==> src/rtl/exc_ctl_pkg.sv <==
// -----------------------------------------------------------------------------
// exc_ctl_pkg
//   Shared constants and types for the exception/interrupt sequencer:
//   CPR port encodings, the CPR indices that the sequencer owns, the
//   interrupt cause code, the sequencer state enum and the latched
//   exception record.
// -----------------------------------------------------------------------------
package exc_ctl_pkg;

  localparam int CPR_IDX_BITS   = 5;
  localparam int CPR_CAUSE_BITS = 5;

  // MFPR / MTPR operation select on the CPR port
  localparam logic CPR_MF = 1'b0;
  localparam logic CPR_MT = 1'b1;

  // CPR indices answered by the interrupt pending/mask block
  localparam logic [CPR_IDX_BITS-1:0] CPR_IMASK = 5'd12;
  localparam logic [CPR_IDX_BITS-1:0] CPR_IPND  = 5'd13;

  // Cause code reported for an external interrupt entry
  localparam logic [CPR_CAUSE_BITS-1:0] CAUSE_IRQ = 5'd16;

  typedef enum logic [2:0] {
    ST_IDLE      = 3'd0,
    ST_FLUSH_IN  = 3'd1,
    ST_ENTER     = 3'd2,
    ST_FLUSH_OUT = 3'd3,
    ST_EXIT      = 3'd4,
    ST_HALT      = 3'd5
  } exc_state_t;

  // Record handed to the CPR block on exception entry
  typedef struct packed {
    logic [63:0]               epc;
    logic [31:0]               inst;
    logic [CPR_CAUSE_BITS-1:0] cause;
  } exc_rec_t;

endpackage

==> src/rtl/exc_ctl_irq_pend.sv <==
// -----------------------------------------------------------------------------
// irq_pend
//   IMASK / IPND control registers behind the MFPR/MTPR port.
//   - IPND: sticky per-line pending bits, set every cycle the line is high,
//     cleared by MTPR write-1-to-clear (a same-cycle set wins).
//   - IMASK: loaded from MTPR data, all lines masked out of reset.
//   - MFPR data and rvalid are registered: they appear the cycle after the
//     access strobe.
//
// Ports
//   clk, reset        clock, asynchronous active-high reset
//   enable            CPR access strobe
//   cpr_op            CPR_MF / CPR_MT
//   cpr_idx           CPR index (only CPR_IMASK / CPR_IPND respond)
//   cpr_wdata         MTPR data
//   irq_lines         level-sensitive interrupt requests
//   rvalid, result    registered MFPR response
//   irq_req_raw       some pending line is unmasked (before the emode gate)
// -----------------------------------------------------------------------------
module irq_pend
  import exc_ctl_pkg::*;
#(
  parameter int N_IRQ = 8
) (
  input  logic                    clk,
  input  logic                    reset,
  input  logic                    enable,
  input  logic                    cpr_op,
  input  logic [CPR_IDX_BITS-1:0] cpr_idx,
  input  logic [63:0]             cpr_wdata,
  input  logic [N_IRQ-1:0]        irq_lines,
  output logic                    rvalid,
  output logic [63:0]             result,
  output logic                    irq_req_raw
);

  logic [N_IRQ-1:0] imask_q, imask_d;
  logic [N_IRQ-1:0] ipnd_q,  ipnd_d;
  logic [63:0]      result_q, result_d;
  logic             rvalid_q;

  logic mt_imask, mt_ipnd, mf_access;

  assign mt_imask  = enable && (cpr_op == CPR_MT) && (cpr_idx == CPR_IMASK);
  assign mt_ipnd   = enable && (cpr_op == CPR_MT) && (cpr_idx == CPR_IPND);
  assign mf_access = enable && (cpr_op == CPR_MF);

  always_comb begin
    // NOTE: every always_comb output gets a default first so no path leaves
    // it unassigned; an unassigned path would infer a latch.
    imask_d  = imask_q;
    ipnd_d   = ipnd_q;
    result_d = '0;

    if (mt_imask) imask_d = cpr_wdata[N_IRQ-1:0];

    // Clear first, then OR in the live lines so a same-cycle set survives.
    if (mt_ipnd) ipnd_d = ipnd_q & ~cpr_wdata[N_IRQ-1:0];
    ipnd_d = ipnd_d | irq_lines;

    // Reads see the register values before this cycle's update.
    if (mf_access) begin
      unique case (cpr_idx)
        CPR_IMASK: result_d = {{(64-N_IRQ){1'b0}}, imask_q};
        CPR_IPND:  result_d = {{(64-N_IRQ){1'b0}}, ipnd_q};
        default:   result_d = '0;
      endcase
    end
  end

  // NOTE: sequential state uses non-blocking assignments only, so every flop
  // samples the pre-edge values regardless of statement order.
  always_ff @(posedge clk or posedge reset) begin
    if (reset) begin
      imask_q  <= '0;
      ipnd_q   <= '0;
      result_q <= '0;
      rvalid_q <= 1'b0;
    end else begin
      imask_q  <= imask_d;
      ipnd_q   <= ipnd_d;
      result_q <= result_d;
      rvalid_q <= enable;
    end
  end

  assign rvalid      = rvalid_q;
  assign result      = result_q;
  assign irq_req_raw = |(ipnd_q & imask_q);

endmodule

==> src/rtl/exc_ctl.sv <==
// -----------------------------------------------------------------------------
// exc_ctl
//   Exception/interrupt sequencer. Arbitrates graduation faults, unmasked
//   external interrupts and return-from-exception, flushes and drains the
//   pipeline, then pulses e_enter / e_exit to the CPR block and redirects
//   fetch. A fault taken while already in exception mode halts the core.
//
// Ports
//   clk, reset                 clock, asynchronous active-high reset
//   enable/cpr_op/cpr_idx/
//   cpr_wdata/rvalid/result    MFPR/MTPR port for IMASK and IPND
//   fault_valid/pc/inst/cause  graduating faulted instruction
//   next_pc                    PC of the oldest non-graduated instruction
//   irq_lines                  level-sensitive interrupt requests
//   rei_valid, rei_pc          return-from-exception and its target
//   pipe_flush, pipe_drained   flush request / pipeline empty handshake
//   redirect_valid/pc          one-cycle fetch redirect
//   e_enter, e_exit            one-cycle pulses to the CPR block
//   n_epc/n_inst/n_cause       latched exception record
//   emode, halted, busy        status
// -----------------------------------------------------------------------------
module exc_ctl
  import exc_ctl_pkg::*;
#(
  parameter int          N_IRQ  = 8,
  parameter logic [63:0] VEC_PC = 64'h0000_0000_0000_0100
) (
  input  logic                      clk,
  input  logic                      reset,
  input  logic                      enable,
  input  logic                      cpr_op,
  input  logic [CPR_IDX_BITS-1:0]   cpr_idx,
  input  logic [63:0]               cpr_wdata,
  output logic                      rvalid,
  output logic [63:0]               result,
  input  logic                      fault_valid,
  input  logic [63:0]               fault_pc,
  input  logic [31:0]               fault_inst,
  input  logic [CPR_CAUSE_BITS-1:0] fault_cause,
  input  logic [63:0]               next_pc,
  input  logic [N_IRQ-1:0]          irq_lines,
  input  logic                      rei_valid,
  input  logic [63:0]               rei_pc,
  output logic                      pipe_flush,
  input  logic                      pipe_drained,
  output logic                      redirect_valid,
  output logic [63:0]               redirect_pc,
  output logic                      e_enter,
  output logic                      e_exit,
  output logic [63:0]               n_epc,
  output logic [31:0]               n_inst,
  output logic [CPR_CAUSE_BITS-1:0] n_cause,
  output logic                      emode,
  output logic                      halted,
  output logic                      busy
);

  exc_state_t  state_q, state_d;
  logic        emode_q, emode_d;
  exc_rec_t    rec_q, rec_d;
  logic [63:0] rei_pc_q, rei_pc_d;

  logic irq_req_raw, irq_req;

  irq_pend #(.N_IRQ(N_IRQ)) u_irq_pend (
    .clk         (clk),
    .reset       (reset),
    .enable      (enable),
    .cpr_op      (cpr_op),
    .cpr_idx     (cpr_idx),
    .cpr_wdata   (cpr_wdata),
    .irq_lines   (irq_lines),
    .rvalid      (rvalid),
    .result      (result),
    .irq_req_raw (irq_req_raw)
  );

  // Interrupts are held off for the whole time the core is in exception mode.
  assign irq_req = irq_req_raw && !emode_q;

  always_comb begin
    state_d        = state_q;
    emode_d        = emode_q;
    rec_d          = rec_q;
    rei_pc_d       = rei_pc_q;
    pipe_flush     = 1'b0;
    redirect_valid = 1'b0;
    redirect_pc    = '0;
    e_enter        = 1'b0;
    e_exit         = 1'b0;
    halted         = 1'b0;

    unique case (state_q)
      ST_IDLE: begin
        if (fault_valid && emode_q) begin
          state_d = ST_HALT;
        end else if (fault_valid) begin
          rec_d   = '{epc: fault_pc, inst: fault_inst, cause: fault_cause};
          state_d = ST_FLUSH_IN;
        end else if (irq_req) begin
          rec_d   = '{epc: next_pc, inst: 32'd0, cause: CAUSE_IRQ};
          state_d = ST_FLUSH_IN;
        end else if (rei_valid && emode_q) begin
          rei_pc_d = rei_pc;
          state_d  = ST_FLUSH_OUT;
        end
      end
      ST_FLUSH_IN: begin
        pipe_flush = 1'b1;
        if (pipe_drained) state_d = ST_ENTER;
      end
      ST_ENTER: begin
        e_enter        = 1'b1;
        redirect_valid = 1'b1;
        redirect_pc    = VEC_PC;
        emode_d        = 1'b1;
        state_d        = ST_IDLE;
      end
      ST_FLUSH_OUT: begin
        pipe_flush = 1'b1;
        if (pipe_drained) state_d = ST_EXIT;
      end
      ST_EXIT: begin
        e_exit         = 1'b1;
        redirect_valid = 1'b1;
        redirect_pc    = rei_pc_q;
        emode_d        = 1'b0;
        state_d        = ST_IDLE;
      end
      ST_HALT: begin
        // Terminal: keeps the pipe frozen until reset.
        pipe_flush = 1'b1;
        halted     = 1'b1;
      end
      default: state_d = ST_IDLE;
    endcase
  end

  // NOTE: the record and rei target are control-path registers, not memory,
  // so they are reset to keep n_epc/n_inst/n_cause at zero out of reset.
  always_ff @(posedge clk or posedge reset) begin
    if (reset) begin
      state_q  <= ST_IDLE;
      emode_q  <= 1'b1;     // CPR block also comes out of reset in exception mode
      rec_q    <= '0;
      rei_pc_q <= '0;
    end else begin
      state_q  <= state_d;
      emode_q  <= emode_d;
      rec_q    <= rec_d;
      rei_pc_q <= rei_pc_d;
    end
  end

  assign n_epc   = rec_q.epc;
  assign n_inst  = rec_q.inst;
  assign n_cause = rec_q.cause;
  assign emode   = emode_q;
  assign busy    = (state_q != ST_IDLE);

endmodule

==> config.mk <==
export PLATFORM = sky130hd
export DESIGN_NAME = exc_ctl
export DESIGN_NICKNAME = d
export VERILOG_FILES = /design/src/rtl/exc_ctl_pkg.sv /design/src/rtl/exc_ctl_irq_pend.sv /design/src/rtl/exc_ctl.sv
export SDC_FILE = /design/constraint.sdc
export NUM_CORES = 1
export LEC_CHECK = 0
export CAP_MARGIN = 5
export CORE_AREA = 2 2 215 217
export CTS_BUF_LIST = sky130_fd_sc_hd__clkbuf_8
export CTS_CLUSTER_DIAMETER = 200
export DETAILED_ROUTE_END_ITERATION = 10
export DIE_AREA = 0 0 217 219
export GPL_ROUTABILITY_DRIVEN = 1
export PLACE_DENSITY = 0.5
export SLEW_MARGIN = 30
export SYNTH_ARGS = -nofsm -noshare
export SYNTH_HDL_FRONTEND = slang
export SYNTH_SLANG_ARGS = --single-unit
==> constraint.sdc <==
create_clock -name clk -period 12.8 [get_ports clk]
set_clock_uncertainty 0.05 [all_clocks]
set_input_delay 2.56 -clock clk [delete_from_list [all_inputs] [get_ports clk]]
set_output_delay 2.56 -clock clk [all_outputs]
set_load 0.01 [all_outputs]
---- Word-level counts from Yosys, hierarchy flattened ----
Cells that the tools add are included.
W data, S select, Z words.
cells by class
  eq/ne operators ......................... 10
  mux-type cells .......................... 19
  bitwise operators ....................... 9
  reductions and logical operators ........ 18
operators by type and width
  operator              number
  $mux W101             2
  $pmux W64 S2          1
  $mux W64              1
  $mux W3               6
  $and A8 B8 Y8         2
  $pmux W8 S2           1
  $pmux W3 S4           1
  $eq A5 B4 Y1 const B  2
  $mux W8               1
  $not A8 Y8            1
  $or A8 B8 Y8          1
  $reduce_or A8 Y1      1
  $logic_and A1 B1 Y1   7
  $eq A3 B2 Y1 const B  2
  $eq A3 B3 Y1 const B  2
  $mux W1               5
  $ne A5 B5 Y1 const B  1
  $not A1 Y1            5
  $reduce_and A5 Y1     1
  $ne A2 B2 Y1 const B  2
  $reduce_and A4 Y1     1
  $reduce_bool A2 Y1    2
  $eq A3 B1 Y1 const B  1
  $logic_not A3 Y1      1
  other kinds (6)       6
word-level totals
  register bits ........................... 250
  bits of input ports ..................... 313
  output and inout bits ................... 237
  logic and storage cells ................. 66

---- Longest topological paths before layout ----
  depth after elaboration ................. 7
  depth in mapped cells ................... 7
  mapped depth without buffers ............ 5

---- Hierarchy ----
Synthesis repeated with hierarchy kept, for this count alone.
second synthesis, totals
  cells, all modules ...................... 749
  area total of the unflattened synthesis .. 9367.7 µm²
modules (own cells, without submodules)
  module    instances  cells an instance  area an instance (µm²)  sequential area each (µm²)
  exc_ctl   1          604                7871.3                  4230.3
  irq_pend  1          145                1496.4                  625.6

---- Worst setup path before layout ----
No wires, ideal clock.
  path kind ............................... register to output
  from .................................... register state_q[1]
  to ...................................... output port redirect_pc[11]
  data arrival time ....................... 1.460 ns
  data required time ...................... 10.190 ns
  path slack .............................. 8.730 ns
  stages on the path, launching flop included .. 6
  buffers on the path ..................... 3
  path through ............................ dfrtp_1 buf_2 nor3_1 clkbuf_1 clkbuf_1 and2_1
between the ends
  cells in the longest elaborated chain, start to end .. 2
  elaborated cells on any way between the ends .. 3
  classes of those cells .................. eq/ne: 2; mux: 1
ends and longest elaborated chain
  item                                                 line            RTL
  start: declaration                                   exc_ctl.sv:58   exc_state_t state_q, state_d;
  start signal: assignment                             exc_ctl.sv:148  state_q <= state_d;
  $eq A3 B3 Y1 / $eq A3 B2 Y1 (equally long branches)  exc_ctl.sv:93   unique case (state_q)
  $pmux W64 S2 (*)                                     exc_ctl.sv:93
  end: declaration                                     exc_ctl.sv:47   output logic [63:0] redirect_pc,
Every way passes the cells marked *; elsewhere a longest branch is shown, timed or not.

---- Worst setup path after layout ----
  from .................................... register state_q[2]
  to ...................................... output port redirect_pc[57]
The elaborated chain is that of the path after synthesis.

==> impl_metrics.sql <==
INSERT INTO impl_metrics (metric_group, metric, value, unit) VALUES
('status', 'status', 'finished clean', ''),
('cells_and_area', 'final_non_filler_cell_total', '1776', ''),
('cells_and_area', 'layout-drive-gt1-share', '11.15', '%'),
('global_routing', 'grt.overflow.total', '0', ''),
('pwr', 'p_sw_share', '33.79', '%'),
('cells_and_area', 'final_common_cell', 'sky130_fd_sc_hd__clkdlybuf4s50_1', ''),
('cells_and_area', 'fillers', '4639', ''),
('setup_path', 'worst-endpoint-arrival', '2.64', 'ns'),
('clocking', 'worst_setup_hold_path_clk_slew', '0.10', 'ns'),
('clocking', 'postCtsSetupBuffers', '0', ''),
('cells_and_area', 'most-common-layout-cells', 'sky130_fd_sc_hd__clkdlybuf4s50_1 (436), sky130_fd_sc_hd__dfrtp_1 (193), sky130_fd_sc_hd__o22ai_1 (84)', ''),
('global_routing', 'grt_pass1_vias', '7627', ''),
('placed_design', 'detailed_place_hpwl', '21940', 'um'),
('cells_and_area', 'multi_input_area', '3460', 'um2'),
('sta', 'number_of_hold_violations_in_the_final_report', '0', ''),
('sta', 'report.final.setup_viol', '0', ''),
('sta', 'period_minus_slack', '5.252', 'ns'),
('setup_path', 'critPathLaunch', 'state_q[2]', ''),
('pwr', 'vdd.ir_drop.worst', '88.71', 'uV'),
('die', 'fp.coreArea', '45090', 'um2'),
('clocking', 'cts-buffers-inserted', '17', ''),
('setup_path', 'path_depth', '5', ''),
('placed_design', 'numPortBuffers', '437', ''),
('drt', 'route.detailed.drc', '0', ''),
('logic_synthesis', 'synth-main-ff-cell', 'sky130_fd_sc_hd__dfrtp_1', ''),
('clocking', 'clock-root-buffer', 'sky130_fd_sc_hd__clkbuf_8', ''),
('clocking', 'holdBufCountCts', '0', ''),
('pwr', 'share_clk_of_total_power', '17.9', '%'),
('sta', 'rsz_0062_raised_after_global_routing', 'false', ''),
('clocking', 'tritoncts_clock_tree', 'yes', ''),
('cells_and_area', 'post_layout_net_count', '1475', ''),
('cells_and_area', 'area.growth.synth_to_final', '58.85', '%'),
('setup_path', 'crit_fanout', '67', ''),
('die', 'initial_utilization', '19.57', '%'),
('pwr', 'leakage', '5.644', 'nW'),
('sta', 'period_share', '41.03', '%'),
('die', 'num_io_pins', '550', ''),
('logic_synthesis', 'yosys_register_bits', '194', ''),
('drt', 'initialDrtViolationCount', '345', ''),
('drt', 'wl_per_cell', '17.69', 'um'),
('setup_path', 'reg2reg_depth', '6', ''),
('placed_design', 'detailed_place.area', '13570', 'um2'),
('global_routing', 'grt_max_degree', '74', ''),
('drt', 'routed-via-count', '7469', ''),
('sta', 'max_clock_freq', '190.4', 'MHz'),
('die', 'die_x', '217', 'um'),
('drt', 'detail_route.vias_per_cell', '4.206', ''),
('setup_path', 'critPathBufInv', '3', ''),
('die', 'die_area', '47520', 'um2'),
('logic_synthesis', 'synth_edf_count', '0', ''),
('placed_design', 'place.gp.congestion', '0.7244', ''),
('die', 'die_h', '219', 'um'),
('setup_path', 'crit_path_start_kind', 'flip-flop', ''),
('sta', 'max_slew_margin', '40.61', '%'),
('clocking', 'postCtsResizedCells', '0', ''),
('sta', 'totalNegativeSetupSlack', '0', 'ns'),
('clocking', 'cts.path.max_buffers', '2', ''),
('pwr', 'cellInternalPower', '1.727', 'mW'),
('logic_synthesis', 'synthesis_warning_total', '0', ''),
('setup_path', 'critical_path.endpoint', 'redirect_pc[57]', ''),
('setup_path', 'critical_path.max_stage_delay', '0.58', 'ns'),
('setup_path', 'critical_path.cell_chain', 'inv_1, nor3_2, buf_4, and2_1, clkdlybuf4s50_1', ''),
('cells_and_area', 'regArea', '4856', 'um2'),
('logic_synthesis', 'gate_count_of_the_mapped_netlist', '751', ''),
('setup_path', 'path_delay_family', 'buffers and inverters', ''),
('min_path', 'worstHoldPathType', 'reg -> reg', ''),
('clocking', 'htree_num_levels', '4', ''),
('global_routing', 'grt_antenna_before_repair', '1', ''),
('logic_synthesis', 'synth_seq_area_share', '55.02', '%'),
('setup_path', 'regToRegEndpoint', 'n_epc[63]', ''),
('flow_run', 'number_of_max_capacitance_violations_reported', '0', '');
[worst min path at each step]
stage                            start      endpoint  slack [ns]
after floorplan            rei_pc_q[0]   rei_pc_q[0]        0.42
after detailed placement     n_inst[1]     n_inst[1]        0.43
after global placement      n_cause[4]    n_cause[4]        0.42
final                       n_cause[4]    n_cause[4]        0.45
after global routing      rei_pc_q[15]  rei_pc_q[15]        0.48
after CTS                   n_cause[4]    n_cause[4]        0.46
[worst reg2reg max path: stages (launching register included)]
cell and delay (ns):
sky130_fd_sc_hd__dfrtp_1 0.51, sky130_fd_sc_hd__nor4_2 0.40, sky130_fd_sc_hd__buf_4 0.59, sky130_fd_sc_hd__nand2_1 0.15, sky130_fd_sc_hd__buf_4 0.30, sky130_fd_sc_hd__o22ai_1 0.25
sky130_fd_sc_hd__a21oi_1 0.07
[cell type report]
| class | instances | area share (%) |
|---|---|---|
| antenna | 1 | 0.01785 |
| clock buffer | 19 | 1.865 |
| clock inverter | 13 | 1.303 |
| inverter | 7 | 0.2588 |
| multi-input combinational | 492 | 24.68 |
| sequential | 194 | 34.64 |
| tap | 600 | 5.355 |
| timing repair buffer | 450 | 31.89 |
[power by group through the flow]
stage	logic, mW	clock network, mW	registers (mW)
finish	1.14	0.467	1.00
global route	1.24	0.516	1.04
CTS	1.16	0.496	1.01
detailed placement	1.16	0	1.01
global placement	1.15	0	1.01
floorplan	0.554	0	1.04
[per-stage QoR]
| stage | total power [mW] | util, % | worst slack (ns) | hold slack [ns] |
|---|---|---|---|---|
| floorplan | 1.597 | - | 4.908 | 0.4220 |
| global placement | 2.156 | 30.08 | 7.755 | 0.4229 |
| detailed placement | 2.172 | 30.09 | 8.022 | 0.4324 |
| CTS | 2.664 | 31.08 | 7.395 | 0.4587 |
| global route | 2.792 | 31.09 | 7.294 | 0.4757 |
| finish | 2.609 | 31.09 | 7.548 | 0.4525 |
[cell families (layout without fill, tap and decap cells)]
group           after synthesis  after routing  synth area share [%]
buf+inv                     120            489                 8.463
simple gates                125            125                 8.478
mux                          72             72                 9.186
flops                       194            194                 55.02
other cells                   1             57               0.04249
compound gates              239            239                 18.81
[routing by layer]
metal	global-route usage [%]	routed length (um)
met3	5.918	2831
met4	4.566	702
met5	0	13
met1	15.27	12720
met2	21.11	15160
[sequential cells by signal, summed over array words and instances (netlist names)]
register	cells
n_cause	5
u_irq_pend.ipnd_q	8
u_irq_pend.result	8
rei_pc_q	64
u_irq_pend.imask_q	8
u_irq_pend.rvalid	1
emode	1
state_q	3
n_inst	32
n_epc	64
[cells in the mapped netlist (2+ instances only)]
library cell,n,share of area [%]
sky130_fd_sc_hd__inv_1,5,0.21
sky130_fd_sc_hd__o31ai_1,22,1.9
sky130_fd_sc_hd__a21o_1,9,0.77
sky130_fd_sc_hd__mux2_2,72,9.2
sky130_fd_sc_hd__a2bb2oi_1,22,2.2
sky130_fd_sc_hd__a22o_1,36,3.6
sky130_fd_sc_hd__buf_6,6,0.77
sky130_fd_sc_hd__o21ai_0,3,0.17
sky130_fd_sc_hd__nor3_1,2,0.11
sky130_fd_sc_hd__nor3_2,3,0.34
sky130_fd_sc_hd__inv_2,2,0.085
sky130_fd_sc_hd__o22ai_1,84,6.0
sky130_fd_sc_hd__clkbuf_1,27,1.1
sky130_fd_sc_hd__nand2_1,11,0.47
sky130_fd_sc_hd__buf_4,61,5.2
sky130_fd_sc_hd__a21oi_1,42,2.4
sky130_fd_sc_hd__nand2b_1,23,1.6
sky130_fd_sc_hd__dfrtp_1,193,55
sky130_fd_sc_hd__a22oi_1,12,1.0
sky130_fd_sc_hd__nor2_1,12,0.51
sky130_fd_sc_hd__buf_2,18,1.0
sky130_fd_sc_hd__nor3b_1,3,0.26
sky130_fd_sc_hd__and2_1,63,4.5
(Power assumes the default switching activity.)
